[src/rtl/loader_pkg.sv]
// loader_pkg: shared definitions for the instruction loader slice.
//   ADDR_W / WORD_W : default instruction address and word widths.
//   IMEM_DEPTH      : number of instruction RAM words (2**ADDR_W).
//   checksum_t      : type of the load checksum (one instruction word wide).
//   loader_state_e  : loader FSM states, also exported on the debug port.
package loader_pkg;

    localparam int ADDR_W     = 8;
    localparam int WORD_W     = 9;
    localparam int IMEM_DEPTH = 2 ** ADDR_W;

    typedef logic [WORD_W-1:0] checksum_t;

    typedef enum logic [2:0] {
        IDLE  = 3'd0,
        LOAD  = 3'd1,
        START = 3'd2,
        RUN   = 3'd3,
        DONE  = 3'd4
    } loader_state_e;

endpackage

[src/rtl/sat_counter.sv]
// sat_counter: up-counter that sticks at all-ones instead of wrapping.
//   clk, rst_n : clock, asynchronous active-low reset (count -> 0)
//   clear      : synchronous clear, wins over en
//   en         : count one step this cycle
//   count      : current value, saturates at 2**WIDTH-1
module sat_counter #(
    parameter int WIDTH = 16
) (
    input  logic             clk,
    input  logic             rst_n,
    input  logic             clear,
    input  logic             en,
    output logic [WIDTH-1:0] count
);

    always_ff @(posedge clk or negedge rst_n) begin
        if (!rst_n) begin
            count <= '0;
        end else if (clear) begin
            count <= '0;
        end else if (en && (count != '1)) begin
            count <= count + WIDTH'(1);
        end
    end

endmodule

[src/rtl/instr_loader.sv]
// instr_loader: writes a streamed program into instruction RAM, strobes the
// core's start input, waits for halt and reports run length and checksum.
//   clk, rst_n          : clock, asynchronous active-low reset
//   load_req, load_len  : start a load of load_len words (1..2**A), IDLE/DONE only
//   in_valid/in_ready   : word stream handshake; a word moves on a clock edge
//                         where both are high. in_ready is a combinational
//                         function of state only, never of in_valid.
//   in_data             : instruction word being offered
//   imem_we/addr/wdata  : registered RAM write port, one cycle after transfer
//   cpu_start, cpu_halt : start strobe to / halt flag from the core
//   busy, done, err     : status (err is sticky until a good load_req)
//   checksum            : XOR of the words accepted in the current load
//   run_cycles          : cycles spent in RUN before halt, saturating
//   dbg_state           : current FSM state
module instr_loader
    import loader_pkg::*;
#(
    parameter int A            = ADDR_W,
    parameter int W            = WORD_W,
    parameter int START_CYCLES = 2,
    parameter int CNT_W        = 16
) (
    input  logic             clk,
    input  logic             rst_n,
    input  logic             load_req,
    input  logic [A:0]       load_len,
    input  logic             in_valid,
    input  logic [W-1:0]     in_data,
    output logic             in_ready,
    output logic             imem_we,
    output logic [A-1:0]     imem_addr,
    output logic [W-1:0]     imem_wdata,
    output logic             cpu_start,
    input  logic             cpu_halt,
    output logic             busy,
    output logic             done,
    output logic             err,
    output logic [W-1:0]     checksum,
    output logic [CNT_W-1:0] run_cycles,
    output loader_state_e    dbg_state
);

    localparam logic [A:0] DEPTH_L    = (A+1)'(2 ** A);
    localparam logic [3:0] START_LAST = 4'(START_CYCLES - 1);

    loader_state_e state;
    logic [A:0]    count;
    logic [A:0]    len_q;
    logic [3:0]    start_cnt;

    logic xfer;
    logic len_bad;
    logic load_accept;

    // count < len_q always holds in LOAD (the last word leaves LOAD), the
    // compare only guards against ever accepting past the latched length.
    assign in_ready    = (state == LOAD) && (count < len_q);
    assign xfer        = in_valid && in_ready;
    assign len_bad     = (load_len == '0) || (load_len > DEPTH_L);
    assign load_accept = ((state == IDLE) || (state == DONE)) && load_req && !len_bad;
    assign dbg_state   = state;

    always_ff @(posedge clk or negedge rst_n) begin
        if (!rst_n) begin
            state      <= IDLE;
            count      <= '0;
            len_q      <= '0;
            start_cnt  <= '0;
            imem_we    <= 1'b0;
            imem_addr  <= '0;
            imem_wdata <= '0;
            cpu_start  <= 1'b0;
            busy       <= 1'b0;
            done       <= 1'b0;
            err        <= 1'b0;
            checksum   <= '0;
        end else begin
            imem_we <= 1'b0;
            if (xfer) begin
                imem_we    <= 1'b1;
                imem_addr  <= count[A-1:0];
                imem_wdata <= in_data;
                checksum   <= checksum ^ in_data;
                count      <= count + (A+1)'(1);
            end

            case (state)
                IDLE, DONE: begin
                    if (load_req) begin
                        done <= 1'b0;
                        if (len_bad) begin
                            err   <= 1'b1;
                            state <= IDLE;
                        end else begin
                            err      <= 1'b0;
                            checksum <= '0;
                            count    <= '0;
                            len_q    <= load_len;
                            busy     <= 1'b1;
                            state    <= LOAD;
                        end
                    end
                end
                LOAD: begin
                    if (xfer && (count == len_q - (A+1)'(1))) begin
                        cpu_start <= 1'b1;
                        start_cnt <= START_LAST;
                        state     <= START;
                    end
                end
                START: begin
                    // cpu_halt is deliberately not looked at here: the core
                    // may still be showing halt from the previous program.
                    if (start_cnt == 4'd0) begin
                        cpu_start <= 1'b0;
                        state     <= RUN;
                    end else begin
                        start_cnt <= start_cnt - 4'd1;
                    end
                end
                RUN: begin
                    if (cpu_halt) begin
                        busy  <= 1'b0;
                        done  <= 1'b1;
                        state <= DONE;
                    end
                end
                default: begin
                    state <= IDLE;
                end
            endcase
        end
    end

    // The halt cycle itself is not counted, so halt on the first RUN cycle
    // leaves run_cycles at 0.
    sat_counter #(
        .WIDTH (CNT_W)
    ) u_run_cnt (
        .clk   (clk),
        .rst_n (rst_n),
        .clear (load_accept),
        .en    ((state == RUN) && !cpu_halt),
        .count (run_cycles)
    );

endmodule

[config.mk]
export PLATFORM = sky130hd
export DESIGN_NAME = instr_loader
export DESIGN_NICKNAME = d
export VERILOG_FILES = /design/src/rtl/loader_pkg.sv /design/src/rtl/sat_counter.sv /design/src/rtl/instr_loader.sv
export SDC_FILE = /design/constraint.sdc
export NUM_CORES = 1
export LEC_CHECK = 0
export ABC_AREA = 1
export CAP_MARGIN = 20
export CORE_MARGIN = 10
export CORE_UTILIZATION = 50
export CTS_BUF_LIST = sky130_fd_sc_hd__clkbuf_16
export DETAILED_ROUTE_END_ITERATION = 7
export PLACE_DENSITY_LB_ADDON = 0.15
export SLEW_MARGIN = 20
export SYNTH_ARGS = -nofsm -noshare
export SYNTH_HDL_FRONTEND = slang
export SYNTH_HIERARCHICAL = 1
export SYNTH_SLANG_ARGS = --single-unit
[constraint.sdc]
create_clock -name clk -period 2.5 [get_ports clk]
set_clock_uncertainty 0.1 [all_clocks]
set_input_delay 0.5 -clock clk [delete_from_list [all_inputs] [get_ports clk]]
set_output_delay 0.5 -clock clk [all_outputs]
set_load 0.05 [all_outputs]
Yosys cells after proc, flatten, opt, wreduce, memory -nomap -nowiden:

Index checks and enable logic that the tools add are counted.
W data, S select, Z words.

* input bits: 23
* register bits: 72
* output and inout bits: 51

* bitwise operators: 2
* $add $sub $neg: 4
* reductions and logical operators: 25
* eq/ne operators: 12
* muxes and demuxes: 31
* magnitude comparators: 2

Operators with widths (number)
* $mux W9: 8
* $mux W16: 2
* $add A16 B1 Y16 const B: 1
* $ne A16 B16 Y1 const B: 1
* $mux W3: 4
* $pmux W3 S4: 1
* $reduce_and A3 Y1: 4
* $mux W1: 10
* $ne A2 B2 Y1 const B: 5
* $add A9 B1 Y9 const B: 1
* $eq A9 B9 Y1: 1
* $gt A9 B9 Y1 const B: 1
* $logic_not A9 Y1: 1
* $lt A9 B9 Y1: 1
* $sub A9 B1 Y9 const B: 1
* $xor A9 B9 Y9: 1
* $mux W4: 2
* $pmux W4 S2: 1
* $reduce_and A4 Y1: 2
* $logic_and A1 B1 Y1: 7
* $eq A3 B2 Y1 const B: 2
* $pmux W1 S2: 3
* $reduce_bool A2 Y1: 3
* $logic_not A4 Y1: 1
* 10 further kinds: 12

Depth between registers and ports, before layout:

* depth in word-level cells: 7
* gate-level depth with buffers: 15

Cells and area by module:

The synthesis kept the hierarchy.

Modules (own cells, without submodules)
* instr_loader: area each 2964.1 um^2, cells each 350, seq. area each 1401.3 um^2, times used 1
* sat_counter: area each 1037.2 um^2, cells each 144, seq. area each 400.4 um^2, times used 1

Least setup slack after synthesis:

Ideal clock, no wire load.

* path type: reg2reg
* start point: reg state[1] (netlist: dbg_state[1])
* end point: reg u_run_cnt.count[2]
* stages on the path, launching flop included: 11
* buffers on the path: 2
* setup time: 0.066 ns
* period minus slack after synthesis: 2.272 ns
* arrival: 2.106 ns
* slack: 0.228 ns
* cells stage by stage: dfrtp_1 nor2_1 nand2_1 inv_1 nand2_1 clkinv_1 buf_1 inv_1 buf_1 nand4_1 nand2_1

* word-level cells in the longest chain between the ends: 5

RTL lines
* start, declared: line instr_loader.sv:46 `loader_state_e state;`
* start signal, assigned: line instr_loader.sv:65 `state <= IDLE;`
* start signal, assigned: line instr_loader.sv:93 `state <= IDLE;`
* start signal, assigned: line instr_loader.sv:100 `state <= LOAD;`
* $eq A3 B3 Y1 / $logic_not A3 Y1 (equally long branches): line instr_loader.sv:60 `assign load_accept = ((state == IDLE) || (state == DONE)) && load_req && !len_bad;`
* $logic_or A1 B1 Y1 (*): line instr_loader.sv:60
* $logic_and A1 B1 Y1 (*) (2 in series): line instr_loader.sv:60
* named net load_accept: line instr_loader.sv:53 `logic load_accept;`
* $mux W16 / $reduce_bool A2 Y1 (equally long branches)
* end signal, assigned: line sat_counter.sv:22 `count <= count + WIDTH'(1);`
* end, declared: line sat_counter.sv:13 `output logic [WIDTH-1:0] count`

The timed path passes the listed nets; every way through them passes the cells marked *.
A chain may end at the register's enable or synchronous reset.

==> impl_metrics.toml <==
[setup_path]
critical_path_launch_point_type = "flip-flop"
regToRegEndpoint = "checksum[5]$_DFF_PN0_"
worst-endpoint-arrival_ns = 1.81
worst-r2r-cell-count = 9
end_kind = "output pin"
critical_path_required_ns = 1.90
worstSetupPathType = "reg -> out"
worstReg2RegStart = "count[8]$_DFF_PN0_"
critPathMaxFanout = 4
rrSetupSlack_ns = 0.23

[timing]
final.period_utilization_pct = 96.5
worst_slew_pin_slew_ns = 0.590
maxSlewViolCount = 0
report.final.hold_viol_count = 0
setup-violations-final = 0
postLayoutSetupSlackWorst_ns = 0.0887
fmaxAchievable_mhz = 415
worst_hold_slack_ns = 0.0585
slew-limit-headroom_pct = 60.7
fin_crit_ns = 2.41

[synth]
yosys-top-cells-area = "dfrtp_1 (45%), nand2_1 (14%), nor2_1 (5.3%)"
yosysTopAreaCell = "dfrtp_1"
syn-mean-instance-area_um2 = 8.10
synth_sequential_area_ratio_pct = 45.0
synth_enable_flop_cells = 0
yosysWarnings = 6
distinct_cell_type_count_of_the_synthesized_netlist = 36
netlist_area_um2 = 4000
synth_flop_cell = "dfrtp_1"
ys_async_sr_fraction_pct = 100
synth_seq_cells = 72
syn_nets = 531
yosysTopAreaCellShare_pct = 45.0
post_synth_inst_count = 494

[drt]
drtIter0Drc = 135
route.antenna.remaining_nets = 0
detail_route.wl_per_cell_um = 14.1
num_vias = 3422
post-route-drc-count = 0
firstDrtPassIters = 4
avgViaCountPerCell = 4.98
routed_wl_um = 9680

[finish]
layout_cells_sized_above_1_pct = 11.3
antenna_cells_inserted = 0
layoutNonFillerInstCount = 687
layout_commonest_cell = "nand2_1"
finish.net_count = 617
final_util_pct = 67.2
layout_common_cells = "nand2_1 (152), dfrtp_1 (71), clkdlybuf4s50_1 (71)"
areaGrowthSynthToFinish_pct = 30.4

[power_and_ir_drop]
share_clk_of_total_power_pct = 20.6
power.share.switching_pct = 45.6
p_leak_nw = 2.57
power.total_mw = 6.22
ir_drop_mv = 0.658
p_switching_mw = 2.84
pwr-share-seq_pct = 29.3
cellInternalPower_mw = 3.38
pwr-share-comb_pct = 50.1
power_density_nw_per_um2 = 1190

[flow_run]
drv.max_cap_violation_count = 0

[placed_design]
place.gp.congestion = 0.848
placedCellCount = 669
placement_setup_slack_ns = 0.0633
dpl.hpwl_um = 7110
port_buffers = 73

[clock_network]
numCtsBuffers = 9
insertion_delay_ns = 0.34
ctsHtreeMaxLevel = 3
clkSlewWorstSetupHoldPaths_ns = 0.06
cts_tree = "built"
clock_sinks = 72
clock-root-buffer = "clkbuf_16"
max-clock-path-buffers = 2

[die]
io_pins = 74
initial_core_util_pct = 51.5
placement_rows = 32
core_area_um2 = 7770
floorplan.die.height_um = 109
chipWidth_um = 109
floorplan.die_area_um2 = 12000

[grt]
number_of_global_route_vias_before_repair = 3481
grtUsageTotal_pct = 17.6
first_pass_grt_wire_length_um = 16800
grt_max_degree = 50
grt_antenna_before_repair = 0
grt-ovfl-total = 0

[status]
run_status = "completed"

[hold_path]
min_path_type = "in -> async"
## metrics by stage
step,instance area [um2],setup TNS (ns)
after floorplan,4000,0
after global placement,4890,0
after detailed placement,4890,0
after CTS,5190,0
after global routing,5220,-0.00478
final,5220,0
## critical path, cell delays in order (launching register included)
cell	delay [ns]
dfrtp_1	0.42
ha_1	0.33
a21o_1	0.19
nor2_1	0.18
nand4_4	0.13
inv_2	0.10
buf_12	0.13
## power groups by stage
stage          Clock [mW]  Sequential, mW  Combinational [mW]
6_report             1.28            1.83                3.12
3_5_place_dp            0            1.85                3.08
2_1_floorplan           0            2.63                1.35
3_3_place_gp            0            1.84                3.01
4_1_cts              1.30            1.83                3.11
5_1_grt              1.37            1.88                3.43
## cell usage after synthesis, drive strengths merged (2+ instances only)
cell type / instances
or2: 3
dfrtp: 72
nand3: 22
o21bai: 2
o21a: 2
nand2: 167
clkbuf: 3
a21oi: 8
xor2: 24
a31oi: 2
nand4: 18
o21ai: 29
nor3: 4
xnor2: 3
buf: 8
ha: 14
nor2: 59
inv: 49
## registers in the layout, indices dropped and copies added (netlist names)
signal / cells
cpu_start: 1
len_q: 9
busy: 1
imem_addr: 8
imem_wdata: 9
count: 9
u_run_cnt/count: 16
imem_we: 1
err: 1
dbg_state: 3
done: 1
start_cnt: 4
checksum: 9
## layout make-up
cell class | instances | area [um2]
fill | 650 | 2550
multi-input combinational | 361 | 1940
sequential | 72 | 1800
timing repair buffer | 86 | 858
clock buffer | 9 | 225
inverter | 50 | 190
tap | 102 | 128
clock inverter | 7 | 72.6
## layer usage
layer  track usage [%]  share of wire [%]  wire length, um  vias up
met4              5.30                1.3              126        0
met2              29.6                 50             4800       57
li1                  -                  -                -     1742
met1              20.8                 43             4150     1609
met3              5.85                6.3              607       14
met5                 0                  0                0        -
## how the worst max path moves through the flow
stage                                  start                             end  slack, ns  cells after the start
floorplan           dbg_state[1]$_DFFE_PN0P_  u_run_cnt/count[2]$_DFFE_PN0P_       0.23                     10
global placement                 load_len[7]  u_run_cnt/count[0]$_DFFE_PN0P_       0.14                     10
detailed placement               load_len[7]  u_run_cnt/count[3]$_DFFE_PN0P_       0.06                     11
CTS                       count[8]$_DFF_PN0_                        in_ready       0.02                      6
global route              count[8]$_DFF_PN0_                        in_ready     -0.005                      7
finish                    count[8]$_DFF_PN0_                        in_ready       0.09                      6
## logic make-up after synthesis
| group | share of synthesized area, % |
|---|---|
| AOI/OAI and AO/OA | 6.32 |
| xor gates and xnor gates | 5.91 |
| adders and majority gates | 4.38 |
| buffers and inverters | 6.85 |
| DFF | 45.0 |
| and+or+nand+nor | 31.5 |
## what timing repair did
| item | 4_1_cts | 5_1_grt |
|---|---|---|
| resized for setup | 0 | 7 |
| endpoints found under the setup margin | 0 | 1 |
| hold buffers | 0 | 0 |
| buffers inserted | 0 | 2 |
Power figures use the tool's default switching activity.
